### src/rtl/scan_pkg.sv
// Shared state encoding and default geometry for the channel scan sequencer.
// No logic; no latency.
// No flow control.
package scan_pkg;

    typedef enum logic [1:0] {
        ST_IDLE  = 2'd0,
        ST_SCAN  = 2'd1,
        ST_FLUSH = 2'd2
    } scan_state_e;

    localparam int NUM_CH_DEF   = 16;
    localparam int SLOT_LEN_DEF = 12;

endpackage

### src/rtl/channel_scan_sequencer_if.sv
// Control/status bundle between the frame trigger source and the scan sequencer.
// Wires only; no latency.
// No backpressure: trig is a level request, overrun reports dropped requests.
interface channel_scan_sequencer_if
    import scan_pkg::*;
#(
    parameter int NUM_CH   = NUM_CH_DEF,
    parameter int SLOT_LEN = SLOT_LEN_DEF
);
    localparam int SEL_W = $clog2(NUM_CH);
    localparam int CNT_W = $clog2(SLOT_LEN);

    logic              trig;
    logic              cont;
    logic              abort;
    logic [NUM_CH-1:0] ch_mask;
    logic [SEL_W-1:0]  sel;
    logic [CNT_W-1:0]  slot_cnt;
    logic              load;
    logic              clr;
    logic              busy;
    logic              overrun;

    modport master (
        input  trig, cont, abort, ch_mask,
        output sel, slot_cnt, load, clr, busy, overrun
    );

    modport slave (
        output trig, cont, abort, ch_mask,
        input  sel, slot_cnt, load, clr, busy, overrun
    );

endinterface

### src/rtl/scan_next_ch.sv
// Priority search: next enabled channel above ch, and lowest enabled channel of a fresh mask.
// Purely combinational, zero cycles.
// No flow control.
module scan_next_ch
    import scan_pkg::*;
#(
    parameter  int NUM_CH = NUM_CH_DEF,
    localparam int SEL_W  = $clog2(NUM_CH)
) (
    input  logic [NUM_CH-1:0] mask_q,
    input  logic [SEL_W-1:0]  ch,
    input  logic [NUM_CH-1:0] new_mask,
    output logic [SEL_W-1:0]  nxt_ch,
    output logic              none,
    output logic [SEL_W-1:0]  first_ch
);

    // Scanning downward lets the last hit be the lowest qualifying index.
    always_comb begin
        nxt_ch   = '0;
        none     = 1'b1;
        first_ch = '0;
        for (int i = NUM_CH - 1; i >= 0; i--) begin
            if (mask_q[i] && (i > int'(ch))) begin
                nxt_ch = SEL_W'(i);
                none   = 1'b0;
            end
            if (new_mask[i]) begin
                first_ch = SEL_W'(i);
            end
        end
    end

endmodule

### src/rtl/channel_scan_sequencer.sv
// Walks enabled channels for SLOT_LEN cycles each per trigger, then issues a one-cycle clr.
// Latency: load/sel valid the cycle after trig is sampled; frame = E*SLOT_LEN + 1 cycles.
// No backpressure: trig during SCAN is dropped and flagged by a one-cycle overrun pulse.
module channel_scan_sequencer
    import scan_pkg::*;
#(
    parameter int NUM_CH   = NUM_CH_DEF,
    parameter int SLOT_LEN = SLOT_LEN_DEF
) (
    input logic clk,
    input logic rst_n,
    channel_scan_sequencer_if.master bus
);
    localparam int SEL_W = $clog2(NUM_CH);
    localparam int CNT_W = $clog2(SLOT_LEN);

    scan_state_e       state, state_d;
    logic [SEL_W-1:0]  ch, ch_d;
    logic [CNT_W-1:0]  cnt, cnt_d;
    logic [NUM_CH-1:0] mask_q, mask_d;
    logic              ovr_q, ovr_d;

    logic [SEL_W-1:0]  nxt_ch;
    logic              none;
    logic [SEL_W-1:0]  first_ch;

    scan_next_ch #(.NUM_CH(NUM_CH)) u_next (
        .mask_q   (mask_q),
        .ch       (ch),
        .new_mask (bus.ch_mask),
        .nxt_ch   (nxt_ch),
        .none     (none),
        .first_ch (first_ch)
    );

    always_ff @(posedge clk or negedge rst_n) begin
        if (!rst_n) begin
            state  <= ST_IDLE;
            ch     <= '0;
            cnt    <= '0;
            mask_q <= '0;
            ovr_q  <= 1'b0;
        end else begin
            state  <= state_d;
            ch     <= ch_d;
            cnt    <= cnt_d;
            mask_q <= mask_d;
            ovr_q  <= ovr_d;
        end
    end

    always_comb begin
        state_d = state;
        ch_d    = ch;
        cnt_d   = cnt;
        mask_d  = mask_q;
        ovr_d   = 1'b0;
        case (state)
            ST_IDLE: begin
                if (bus.trig && (bus.ch_mask != '0)) begin
                    mask_d  = bus.ch_mask;
                    ch_d    = first_ch;
                    cnt_d   = '0;
                    state_d = ST_SCAN;
                end
            end
            ST_SCAN: begin
                // A request arriving mid-frame is never queued, only reported.
                ovr_d = bus.trig;
                if (bus.abort) begin
                    state_d = ST_FLUSH;
                end else if (cnt == CNT_W'(SLOT_LEN - 1)) begin
                    cnt_d = '0;
                    if (none) begin
                        state_d = ST_FLUSH;
                    end else begin
                        ch_d = nxt_ch;
                    end
                end else begin
                    cnt_d = cnt + CNT_W'(1);
                end
            end
            ST_FLUSH: begin
                state_d = ST_IDLE;
                if (!bus.abort && (bus.cont || bus.trig) && (bus.ch_mask != '0)) begin
                    mask_d  = bus.ch_mask;
                    ch_d    = first_ch;
                    cnt_d   = '0;
                    state_d = ST_SCAN;
                end
            end
            default: state_d = ST_IDLE;
        endcase
    end

    assign bus.sel      = (state == ST_SCAN) ? ch : '0;
    assign bus.slot_cnt = (state == ST_SCAN) ? cnt : '0;
    assign bus.load     = (state == ST_SCAN) && (cnt == '0);
    assign bus.clr      = (state == ST_FLUSH);
    assign bus.busy     = (state != ST_IDLE);
    assign bus.overrun  = ovr_q;

endmodule

### src/flat_wrapper.sv
// flat-port wrapper written by rule: the top's interface ports become plain ports
module channel_scan_sequencer_flat import scan_pkg::*;
#(
    parameter int NUM_CH   = NUM_CH_DEF,
    parameter int SLOT_LEN = SLOT_LEN_DEF
)
  (clk, rst_n, bus_trig, bus_cont, bus_abort, bus_ch_mask, bus_sel, bus_slot_cnt, bus_load, bus_clr, bus_busy, bus_overrun);
  channel_scan_sequencer_if #(.NUM_CH(NUM_CH), .SLOT_LEN(SLOT_LEN)) bus_i ();
  input logic clk;
  input logic rst_n;
  input wire logic [$bits(bus_i.trig)-1:0] bus_trig;
  input wire logic [$bits(bus_i.cont)-1:0] bus_cont;
  input wire logic [$bits(bus_i.abort)-1:0] bus_abort;
  input wire logic [$bits(bus_i.ch_mask)-1:0] bus_ch_mask;
  output wire logic [$bits(bus_i.sel)-1:0] bus_sel;
  output wire logic [$bits(bus_i.slot_cnt)-1:0] bus_slot_cnt;
  output wire logic [$bits(bus_i.load)-1:0] bus_load;
  output wire logic [$bits(bus_i.clr)-1:0] bus_clr;
  output wire logic [$bits(bus_i.busy)-1:0] bus_busy;
  output wire logic [$bits(bus_i.overrun)-1:0] bus_overrun;
  assign bus_i.trig = bus_trig;
  assign bus_i.cont = bus_cont;
  assign bus_i.abort = bus_abort;
  assign bus_i.ch_mask = bus_ch_mask;
  assign bus_sel = bus_i.sel;
  assign bus_slot_cnt = bus_i.slot_cnt;
  assign bus_load = bus_i.load;
  assign bus_clr = bus_i.clr;
  assign bus_busy = bus_i.busy;
  assign bus_overrun = bus_i.overrun;
  channel_scan_sequencer #(.NUM_CH(NUM_CH), .SLOT_LEN(SLOT_LEN)) u_core (.clk(clk), .rst_n(rst_n), .bus(bus_i));
endmodule
### config.mk
export PLATFORM = sky130hd
export DESIGN_NAME = channel_scan_sequencer_flat
export DESIGN_NICKNAME = d
export VERILOG_FILES = /design/src/rtl/scan_pkg.sv /design/src/rtl/channel_scan_sequencer_if.sv /design/src/rtl/scan_next_ch.sv /design/src/rtl/channel_scan_sequencer.sv /design/src/flat_wrapper.sv
export SDC_FILE = /design/constraint.sdc
export NUM_CORES = 1
export LEC_CHECK = 0
export CAP_MARGIN = 20
export CORE_MARGIN = 2
export CORE_UTILIZATION = 35
export CTS_CLUSTER_DIAMETER = 50
export CTS_CLUSTER_SIZE = 12
export DETAILED_ROUTE_END_ITERATION = 10
export GPL_TIMING_DRIVEN = 0
export SKIP_LAST_GASP = 1
export SYNTH_ARGS = -nofsm -noshare
export SYNTH_HDL_FRONTEND = slang
export SYNTH_SLANG_ARGS = --single-unit
export TNS_END_PERCENT = 100
### constraint.sdc
create_clock -name clk -period 2.36 [get_ports clk]
set_clock_uncertainty 0.1 [all_clocks]
set_input_delay 0.354 -clock clk [delete_from_list [all_inputs] [get_ports clk]]
set_output_delay 0.354 -clock clk [all_outputs]
set_load 0.01 [all_outputs]
## Word level (Yosys, flattened, before mapping)

Index checks and enable logic that the tools add are counted.

| word-level totals | value |
|---|---|
| input bits | 21 |
| register bits after elaboration | 27 |
| output and inout port bits | 12 |

| operators by class | value |
|---|---|
| equal/unequal tests | 10 |
| muxes and demuxes | 69 |
| add/subtract/negate cells | 1 |
| reduce and logical (&&, ||, !) cells | 31 |
| order comparisons | 15 |

Operator list:

| kind | count |
|---|---|
| $mux 4 | 42 |
| $gt 4x4->1 const A | 8 |
| $mux 16 | 2 |
| $pmux 16 s2 | 1 |
| $pmux 4 s3 | 2 |
| $logic_and 1x1->1 | 19 |
| $mux 1 | 17 |
| $gt 3x4->1 const A | 4 |
| $reduce_bool 16->1 | 1 |
| $gt 2x4->1 const A | 2 |
| $mux 2 | 4 |
| $ne 2x1->1 const B | 3 |
| $ne 3x2->1 const B | 2 |
| $pmux 2 s3 | 1 |
| $reduce_and 3->1 | 2 |
| $reduce_and 6->1 | 1 |
| $add 4x1->4 const B | 1 |
| $eq 4x4->1 const B | 1 |
| $gt 1x4->1 const A | 1 |
| $logic_not 4->1 | 1 |
| $ne 2x2->1 const B | 2 |
| $reduce_and 4->1 | 1 |
| $reduce_bool 2->1 | 2 |
| $reduce_bool 3->1 | 1 |
| 5 further kinds | 5 |

## Longest topological paths before layout

Gate-level depths: netlist of the first run.

| depth | value |
|---|---|
| depth in word-level cells | 21 |
| gate-level depth with buffers | 7 |
| mapped depth without buffers | 6 |

## Cells and area by module

Synthesis of the first run repeated with hierarchy kept, for this count alone.

| unflattened totals | value |
|---|---|
| cell total of the unflattened synthesis | 219 |
| area total of the unflattened synthesis | 2031.9 µm² |

Modules (own cells, without submodules):

| module | cells an instance | area an instance (µm²) | times used | sequential area each (µm²) |
|---|---|---|---|---|
| channel_scan_sequencer | 118 | 1403.8 | 1 | 675.6 |
| scan_next_ch | 101 | 628.1 | 1 | 0.0 |

## Least setup slack after synthesis of the first run

OpenSTA, ideal clock, no wires.

| timing path | value |
|---|---|
| path kind | flip-flop to flip-flop |
| start point | register u_core.mask_q[4] |
| end point | register u_core.ch[1] |
| period minus slack after synthesis | 2.125 ns |
| arrival | 1.897 ns |
| buffers on the path | 0 |
| slack | 0.235 ns |
| cell stages (with the launch flop) | 7 |
| cell sequence | dfrtp_1 o21bai_1 a21oi_1 or2_1 or4_4 o21bai_4 mux2_1 |

| between the ends | value |
|---|---|
| word-level cells in the longest chain between the ends | 9 |
| elaborated cells between the ends (all ways) | 15 |

Ends and longest elaborated chain:

| element | RTL line | source |
|---|---|---|
| start: declaration | channel_scan_sequencer.sv:20 | `logic [NUM_CH-1:0] mask_q, mask_d;` |
| start signal: assignment | channel_scan_sequencer.sv:47 | `mask_q <= mask_d;` |
| $logic_and 1x1->1 (*) | scan_next_ch.sv:24 | `if (mask_q[i] && (i > int'(ch))) begin` |
| $mux 4 (4 in series) | scan_next_ch.sv:24 |  |
| $mux 4 | channel_scan_sequencer.sv:74 | `if (none) begin` |
| $mux 4 | channel_scan_sequencer.sv:72 | `end else if (cnt == CNT_W'(SLOT_LEN - 1)) begin` |
| $mux 4 | channel_scan_sequencer.sv:70 | `if (bus.abort) begin` |
| $pmux 4 s3 | channel_scan_sequencer.sv:58 | `case (state)` |
| end signal: assignment | channel_scan_sequencer.sv:45 | `ch <= ch_d;` |
| end: declaration | channel_scan_sequencer.sv:18 | `logic [SEL_W-1:0] ch, ch_d;` |

Mark *: on every way between the ends. The rest lies on a longest branch, timed or not. The select of a mux whose other input is x is not followed.
A chain may end at the register's enable or synchronous reset.

## Worst setup path in the final report of the first run

| timing path | value |
|---|---|
| start point | register u_core.ch[1] |
| end point | register u_core.ch[2] |

| between the ends | value |
|---|---|
| word-level cells in the longest chain between the ends | 21 |
| elaborated cells between the ends (all ways) | 66 |

Ends and longest elaborated chain:

| element | RTL line |
|---|---|
| $gt 4x4->1 | scan_next_ch.sv:24 |
| $logic_and 1x1->1 | scan_next_ch.sv:24 |
| $mux 4 (15 in series) | scan_next_ch.sv:24 |
| $mux 4 | channel_scan_sequencer.sv:74 |
| $mux 4 | channel_scan_sequencer.sv:72 |
| $mux 4 | channel_scan_sequencer.sv:70 |
| $pmux 4 s3 | channel_scan_sequencer.sv:58 |

Parallel ways exist; a longest one is shown, timed or not. The select of a mux whose other input is x is not followed.

==> results.yml, run 1 <==
floorplanning:
  fp.dieW_um: 75.02
  die_area_mm2: 0.005628
  start_util_pct: 36.89
  rows: 25
  die_h_um: 75.02
  ioPinCount: 33
  core_area_mm2: 0.004786
run:
  maxCapViolCount: 0
critical_path:
  cp.arrival_ns: 2.45
  reg2reg_slack_ns: -0.03
  r2r_end: "u_core.ch[2]"
  timing.rr.start: "u_core.ch[1]"
  rr_worst_depth: 6
  endpoint_kind: "flip-flop"
  worst_setup_path_start_kind: "flip-flop"
  crit_type: "reg2reg"
  cp.required_ns: 2.42
  crit_path_max_fanout: 6
synth:
  synth_area_leaders: "dfrtp_1, nand2_1, nor2_1"
  yosysTopAreaCell: "dfrtp_1"
  synth_nets: 248
  syn_avg_cell_area_um2: 7.846
  yosysWarnings: 0
  synth_edf_count: 0
  synthCells: 225
  syn_area_mm2: 0.001765
  synthArstFlopShare_pct: 100.0
  synth_top_area_share_pct: 36.85
  ys.flop_type: "dfrtp_1"
  ys_seq_area_share_pct: 36.85
  synth-seq-cells: 26
  yosysUniqueCellTypes: 50
place:
  hpwl_um: 3865
  place_area_mm2: 0.002197
  port_buffers: 32
  gp_congestion: 0.8529
finish:
  fin_area_mm2: 0.002461
  num_antenna_cells: 0
  fill_cells: 462
  areaGrowthSynthToFinish_pct: 39.40
  drive_gt1_share_pct: 16.97
  final_nets: 301
clocking:
  cts_tree: "done"
  numCtsBuffers: 3
  clkTransAtPathRegs_ns: 0.09
  clock_latency_ns: 0.28
  cts_hold_buf: 0
  cts_root_buf: "clkbuf_8"
  h-tree-depth: 1
  clock_sinks: 26
  cts.path.max_buffers: 2
grt:
  antenna_found_initial: 0
  grt_pass1_vias: 1687
  grt_usage_pct: 19.19
  grt_max_degree: 20
  overflow: 0
  grt_pass1_wl_um: 8176
run_status:
  outcome: "finished, violations left"
  violations: "setup timing"
routing:
  drtPass1Iterations: 4
  wl_per_cell_um: 15.21
  vias: 1841
  drtAntennaViolNets: 0
  vias_per_cell: 5.352
  drtIter0Drc: 191
  drcViolationCount: 0
  drt-total-wl_um: 5232
power:
  ir_drop_mv: 0.4325
  p_per_area_mw_per_mm2: 1242
  p_leak_nw: 1.057
  total_power_mw: 3.056
sta:
  finalHoldViolations: 0
  slew_headroom_pct: 64.93
  worst_slack_ns: -0.02845
  min_period_ns: 2.388
  setup_viol: 3
  fmax_ghz: 0.4187
  hold-worst-slack_ns: 0.2939
  rsz0062_at_grt: "yes"
  slew_viol_final: 0
  period_share_pct: 101.2
  tightest_slew_ns: 0.5228
hold_path:
  hp-class: "in2async"
[cells in the final DEF (no fill, tap or decap), drive strengths merged, types with 3 or more instances in the layout]
cell type      instances
o31ai                  3
mux2                   3
nand2b                 8
or2                    4
dfrtp                 26
a211oi                 3
nor2                  23
a21oi                 11
and2                   4
clkdlybuf4s50         32
a31oi                  5
nor2b                  5
a21boi                 3
nand2                 51
buf                   17
o21bai                 4
clkbuf                11
o21ai                 10
o31a                   4
inv                    8
nand3                  6
[report_power, final]
group / switching (mW) / total [mW] / internal (mW) / leakage [nW]
combinational: 0.915 / 1.80 / 0.880 / 0.698
sequential: 0.245 / 0.886 / 0.642 / 0.323
clock: 0.147 / 0.374 / 0.227 / 0.0357
[per-stage QoR]
| step | setup slack [ns] | utilization [%] | TNS, ns | instances |
|---|---|---|---|---|
| finish | -0.02845 | 51.42 | -0.07205 | 344 |
| detailed placement | -0.6829 | 45.91 | -9.835 | 325 |
| CTS | 0.007738 | 48.24 | 0 | 330 |
| floorplan | 0.2350 | - | 0 | 225 |
| global placement | -0.6540 | 45.33 | -9.653 | 324 |
| global route | -0.05981 | 51.42 | -0.2026 | 344 |
[per-layer routing]
layer	vias to the layer above	global-route usage [%]	wire length (um)	part of all wire [%]
li1	912	-	-	-
met1	880	27.65	2383	46
met2	45	30.70	2563	49
met3	4	2.410	221	4.2
met4	0	4.762	65	1.2
met5	-	0	0	0
[synthesized netlist by cell type (2+ instances only)]
library cell / n
nand2_1: 51
dfrtp_1: 26
nor2_1: 23
a21oi_1: 11
clkbuf_1: 9
nand2b_1: 8
inv_1: 7
nand3_1: 6
o21ai_1: 6
a31oi_1: 5
nor2b_1: 5
and2_1: 4
o21ai_0: 4
o31a_1: 4
a211oi_1: 3
a21boi_0: 3
mux2_1: 3
o21bai_1: 3
o31ai_1: 3
or2_1: 3
a211o_1: 2
a221oi_1: 2
a22o_1: 2
ha_1: 2
o211ai_1: 2
o22ai_1: 2
o2bb2ai_1: 2
o32ai_1: 2
[worst max-delay path by stage]
stage | depth (start not counted) | to | slack, ns | startpoint
global placement | 7 | u_core.mask_q[5] | -0.65 | bus_ch_mask[0]
finish | 6 | u_core.ch[2] | -0.03 | u_core.ch[1]
detailed placement | 7 | u_core.mask_q[14] | -0.68 | bus_ch_mask[0]
floorplan | 6 | u_core.ch[1] | 0.24 | u_core.mask_q[4]
global route | 6 | u_core.ch[2] | -0.06 | u_core.ch[1]
CTS | 6 | u_core.ch[2] | 0.008 | u_core.ch[3]
[sequential cells by signal, summed over array words and instances (netlist names)]
signal              count
u_core.bus.overrun      1
u_core.state            2
u_core.cnt              4
u_core.mask_q          15
u_core.ch               4
[layout make-up]
| class | instances | area (um2) | share of cell area (%) |
|---|---|---|---|
| tap | 67 | 83.83 | 3.406 |
| inverter | 8 | 30.03 | 1.220 |
| clock inverter | 1 | 30.03 | 1.220 |
| clock buffer | 3 | 41.29 | 1.678 |
| multi-input combinational | 182 | 1111 | 45.15 |
| sequential | 26 | 655.6 | 26.64 |
| timing repair buffer | 49 | 467.9 | 19.01 |
| buffer | 8 | 41.29 | 1.678 |
[worst max-delay path, stage by stage (launching register included)]
cell	delay, ns
dfrtp_2	0.44
nand3_2	0.11
o22a_1	0.21
a211o_1	0.29
or4_4	0.57
o21bai_4	0.25
mux2_4	0.32
[logic make-up after synthesis]
kind of cell / count (synthesis) / synth area share (%)
compound gates: 68 / 27.85
fa+ha+maj: 2 / 1.417
buf+inv: 17 / 3.614
flops: 26 / 36.85
mux: 4 / 2.480
simple gates: 108 / 27.78
[what timing repair did]
action / CTS / global route
resized for setup: 7 / 22
pin swaps: 2 / 7
setup buffers: 2 / 14
endpoints found under the setup margin: 17 / 22
Note: power is estimated with default switching activity, not from simulation.
==> run 2: changes to the inputs <==
PLACE_DENSITY = 0.61   (was default)
TNS_END_PERCENT = 20   (was 100)
==> run 2 against run 1 <==
  * The run still ends with setup timing left
  * Combinational power decreased by 11%
  * Non-clock buffer count down 10
  * Clock power barely moved
  * Routed wire length down 4.4%
  * First-iteration DRC count fell by 14%
  * Worst setup slack better by 0.027 ns
  * Cell area is 4.7% lower
  * Die area unchanged
  * Sequential cell count did not move
  * Sequential power is essentially flat
  * Critical endpoint unchanged
  * Largest cell class unchanged
  * Highest routed layer unchanged
==> results.yml, run 2 (synthesized netlist as in run 1, its figures left out) <==
run_status:
  outcome: "finished, violations left"
  violations: "setup timing"
power:
  p_leak_nw: 0.9887
  power.switching_mw: 1.240
  comb_power_share_pct: 56.0
  p_per_area_mw_per_mm2: 1219
  p_int_mw: 1.618
  switching_share_pct: 43.39
  p_clk_share_pct: 13.1
  ir_drop_mv: 0.3859
  seq_power_share_pct: 30.9
place:
  hpwl_um: 3912
  port_buffers: 32
  gp_congestion: 0.8862
critical_path:
  reg2reg_slack_ns: 0.02
  worst_setup_path_start_kind: "input pin"
  r2r_end: "u_core.ch[2]"
  timing.rr.start: "u_core.mask_q[5]"
  rr_worst_depth: 6
  cp.arrival_ns: 2.42
  crit_path_max_fanout: 4
  cp.required_ns: 2.42
  crit_type: "in2reg"
  endpoint_kind: "flip-flop"
finish:
  final_cell_mix: "nand2_1, clkdlybuf4s50_1, nor2_1, dfrtp_1, a21oi_1"
  final_common_cell: "nand2_1"
  largest_reg_flops: 15
  fin_util_pct: 48.99
  num_antenna_cells: 0
  drive_gt1_share_pct: 10.11
  regMostFlops: "u_core.mask_q"
  top_regs: "u_core.mask_q x15, u_core.ch x4, u_core.cnt x4"
  final_nets: 291
  areaGrowthSynthToFinish_pct: 32.81
sta:
  rsz0062_at_grt: "yes"
  period_share_pct: 100.1
  slew_headroom_pct: 63.65
  slew_viol_final: 0
  fmax_ghz: 0.4235
  min_period_ns: 2.362
  finalHoldViolations: 0
  setup_viol: 1
  setup_tns_ns: -0.001511
  tightest_slew_ns: 0.5419
  worst_slack_ns: -0.001511
clocking:
  clkTransAtPathRegs_ns: 0.10
  numCtsBuffers: 3
  cts_tree: "done"
  cts_hold_buf: 0
  cts.path.max_buffers: 2
  cts_root_buf: "clkbuf_8"
  clock_sinks: 26
  h-tree-depth: 1
  clock_latency_ns: 0.28
floorplanning:
  die_area_mm2: 0.005628
  core_area_mm2: 0.004786
  ioPinCount: 33
  die_h_um: 75.02
  fp.dieW_um: 75.02
  start_util_pct: 36.89
  rows: 25
routing:
  drtPass1Iterations: 4
  vias: 1832
  drt-total-wl_um: 5001
  drtIter0Drc: 164
  drtAntennaViolNets: 0
  vias_per_cell: 5.485
  wl_per_cell_um: 14.97
  drcViolationCount: 0
grt:
  overflow: 0
  grt_usage_pct: 19.17
  grt_max_degree: 19
  antenna_found_initial: 0
  grt_pass1_vias: 1649
  grt_pass1_wl_um: 8190
run:
  maxCapViolCount: 0
hold_path:
  hp-class: "in2async"
## run 2: cell types whose count changed in the layout (fill, tap and decap cells not counted), moves of 2 or more
cell,before,now
clkbuf_1,1,3
mux2_4,3,0
clkbuf_2,6,4
buf_4,16,7
mux2_1,0,3
## run 2: final cells by class
cell class / instances / area [um2]
inverters: 8 / 30.03
multi-input cells: 182 / 1074
fillers: 480 / 2441
plain buffers: 8 / 38.79
repair buffers: 39 / 392.9
clock inverters: 1 / 30.03
clock buffers: 3 / 41.29
well taps: 67 / 83.83
flip-flops and latches: 26 / 654.4
## run 2: per-stage QoR
stage	setup WS [ns]	std cells	power (mW)	hold WS [ns]	instance area (um2)
after floorplan	0.2350	225	1.861	-0.04159	1765
after global placement	-0.6006	324	2.346	0.4151	2170
after detailed placement	-0.6080	325	2.372	0.4174	2197
after CTS	-0.03174	328	2.761	0.3291	2280
after global routing	-0.07014	334	3.080	0.3368	2345
final	-0.001511	334	2.858	0.3215	2345
## run 2: worst max path at each step
stage | start | end | slack (ns) | depth (start not counted)
6_report | bus_ch_mask[0] | u_core.ch[2] | -0.002 | 7
4_1_cts | u_core.state[0] | bus_load | -0.03 | 4
5_1_grt | u_core.mask_q[5] | u_core.ch[2] | -0.07 | 6
2_1_floorplan | u_core.mask_q[4] | u_core.ch[1] | 0.24 | 6
3_5_place_dp | bus_ch_mask[3] | u_core.mask_q[14] | -0.61 | 7
3_3_place_gp | bus_ch_mask[3] | u_core.mask_q[5] | -0.60 | 7
## run 2: critical path, cell delays in order
cell and delay (ns):
clkdlybuf4s50_1 0.51, nor4_4 0.34, nand3_1 0.15, o31a_1 0.37, o21ai_1 0.19, o21bai_4 0.18
mux2_1 0.33
## run 2: what timing repair did
action / in CTS / in global routing
setup endpoints to repair: 18 / 12
setup buffers: 0 / 6
pin swaps: 1 / 4
cloned: 0 / 0
gates resized for setup: 5 / 12
## run 2: routing by layer
metal,routed length (um),track usage (%)
met1,2346,27.47
met2,2383,30.70
met3,224,2.677
met4,46,4.563
met5,0,0
## run 2: power groups by stage
stage	Clock [mW]	Combinational (mW)	Sequential [mW]
2_1_floorplan	0	1.06	0.798
3_3_place_gp	0	1.47	0.878
3_5_place_dp	0	1.49	0.882
4_1_cts	0.383	1.51	0.873
5_1_grt	0.412	1.76	0.909
6_report	0.374	1.60	0.883
==> run 3: changes to the inputs <==
CTS_BUF_LIST = sky130_fd_sc_hd__clkbuf_4   (was default)
MAX_ROUTING_LAYER = met4   (was default)
==> run 3 against run 2 <==
  * The flow still finishes with violations (setup timing)
  * Via count is 0.82% lower
  * Register-to-register slack got worse by 0.03 ns
  * Combinational power grew 4%
  * Non-clock buffer count down 3
  * Cell count decreased by 0.90%
  * First-iteration DRC count up 0.61%
  * Critical path depth decreased by 1
  * Sequential share of layout area rose by 0.11 points
  * Worst hold slack got worse by 0.093 ns
  * Die area did not move
  * Worst setup slack worse by 0.011 ns
  * Sequential cell count did not move
  * Critical path type is now reg2reg
  * Critical endpoint unchanged
  * Highest routed layer unchanged
==> results.yml, run 3 (synthesized netlist as in run 1, its figures left out) <==
clocking:
  cts_tree: "done"
  clock_sinks: 26
  cts.path.max_buffers: 2
  h-tree-depth: 1
  clock_latency_ns: 0.35
  cts_root_buf: "clkbuf_4"
  numCtsBuffers: 3
  clkTransAtPathRegs_ns: 0.16
run_status:
  outcome: "finished, violations left"
  violations: "setup timing"
sta:
  worst_slack_ns: -0.01210
  min_period_ns: 2.372
  slew_viol_final: 0
  tightest_slew_ns: 0.5490
  fmax_ghz: 0.4216
  period_share_pct: 100.5
  setup_viol: 1
  slew_headroom_pct: 63.18
  rsz0062_at_grt: "yes"
  finalHoldViolations: 0
critical_path:
  worst_setup_path_start_kind: "flip-flop"
  endpoint_kind: "flip-flop"
  crit_path_max_fanout: 4
  crit_type: "reg2reg"
  cp.required_ns: 2.50
  cp.arrival_ns: 2.51
place:
  place_area_mm2: 0.002197
  port_buffers: 32
  hpwl_um: 3912
  gp_congestion: 0.9010
grt:
  overflow: 0
  grt_pass1_wl_um: 8238
  grt_pass1_vias: 1635
  antenna_found_initial: 0
  grt_usage_pct: 19.91
  grt_max_degree: 19
routing:
  drt-total-wl_um: 5021
  drtIter0Drc: 165
  drtPass1Iterations: 4
  vias_per_cell: 5.489
  vias: 1817
  drtAntennaViolNets: 0
  drcViolationCount: 0
  wl_per_cell_um: 15.17
finish:
  areaGrowthSynthToFinish_pct: 32.81
  regMostFlops: "u_core.mask_q"
  num_antenna_cells: 0
  fin_util_pct: 48.99
  fin_area_mm2: 0.002345
  final_nets: 288
  final_common_cell: "nand2_1"
  largest_reg_flops: 15
  final_cell_mix: "nand2_1, clkdlybuf4s50_1, nor2_1"
  drive_gt1_share_pct: 13.26
  top_regs: "u_core.mask_q x15, u_core.ch x4, u_core.cnt x4"
floorplanning:
  ioPinCount: 33
  rows: 25
  fp.dieW_um: 75.02
  start_util_pct: 36.89
  die_area_mm2: 0.005628
  die_h_um: 75.02
  core_area_mm2: 0.004786
run:
  maxCapViolCount: 0
power:
  ir_drop_mv: 0.4645
  p_per_area_mw_per_mm2: 1232
  p_leak_nw: 0.9866
hold_path:
  hp-class: "in2async"
## run 3: changes by cell type in the layout (fill, tap and decap cells not counted), moves of 2 or more
| cell | before | now |
|---|---|---|
| buf_4 | 7 | 5 |
| clkbuf_1 | 3 | 1 |
| clkbuf_4 | 0 | 3 |
| clkbuf_8 | 3 | 0 |
| dfrtp_1 | 23 | 21 |
| dfrtp_2 | 3 | 5 |
| mux2_1 | 3 | 0 |
| mux2_4 | 0 | 3 |
## run 3: final cells by class
class / instances / area, um2
clock buffers: 3 / 22.52
clock inverters: 1 / 30.03
flip-flops and latches: 26 / 656.9
plain buffers: 7 / 36.28
inverters: 8 / 30.03
repair buffers: 37 / 377.9
well taps: 67 / 83.83
fillers: 477 / 2441
multi-input cells: 182 / 1107
## run 3: layer usage
metal	global-route usage, %	part of all wire, %	vias to the layer above	routed length (um)
met3	1.606	3.2	5	163
li1	-	-	886	-
met2	31.38	48	41	2390
met1	27.64	48	885	2411
met5	-	0	-	0
met4	5.357	1.1	0	57
## run 3: path summary, 6_finish.rpt
check | depth (start not counted) | slack (ns) | start | endpoint
min reg2reg | 1 | 0.45 | u_core.cnt[3] | u_core.cnt[3]
min in group clk | 1 | 0.45 | u_core.cnt[3] | u_core.cnt[3]
max | 6 | -0.01 | u_core.mask_q[5] | u_core.ch[2]
max in group asynchronous | 2 | 1.44 | rst_n | u_core.mask_q[7]
max reg2reg | 6 | -0.01 | u_core.mask_q[5] | u_core.ch[2]
min | 1 | 0.23 | rst_n | u_core.cnt[2]
## run 3: what timing repair did
action / in CTS / in global routing
setup buffers: 0 / 4
pin swaps: 0 / 4
gates resized for setup: 6 / 22
endpoints found under the setup margin: 19 / 22
endpoints found under the hold margin: 0 / 0
hold buffers: 0 / 0
## run 3: critical path, cell delays in order (launching register included)
cell and delay [ns]:
dfrtp_2 0.48, or3b_4 0.26, a21oi_4 0.05, or2_1 0.23
or4_4 0.57, o21bai_4 0.25, mux2_4 0.32
## run 3: per-stage QoR
step | TNS (ns) | hold slack [ns] | std cells | power (mW) | worst slack, ns
2_1_floorplan | 0 | -0.04159 | 225 | 1.861 | 0.2350
3_3_place_gp | -9.006 | 0.4151 | 324 | 2.346 | -0.6006
3_5_place_dp | -9.018 | 0.4174 | 325 | 2.372 | -0.6080
4_1_cts | -0.4740 | 0.2431 | 329 | 2.714 | -0.1283
5_1_grt | -0.5726 | 0.2477 | 331 | 3.094 | -0.08683
6_report | -0.01210 | 0.2290 | 331 | 2.888 | -0.01210
## run 3: power breakdown
group / internal (mW) / switching (mW) / leakage, nW
Sequential: 0.642 / 0.252 / 0.322
Combinational: 0.796 / 0.875 / 0.637
Clock: 0.172 / 0.152 / 0.0279
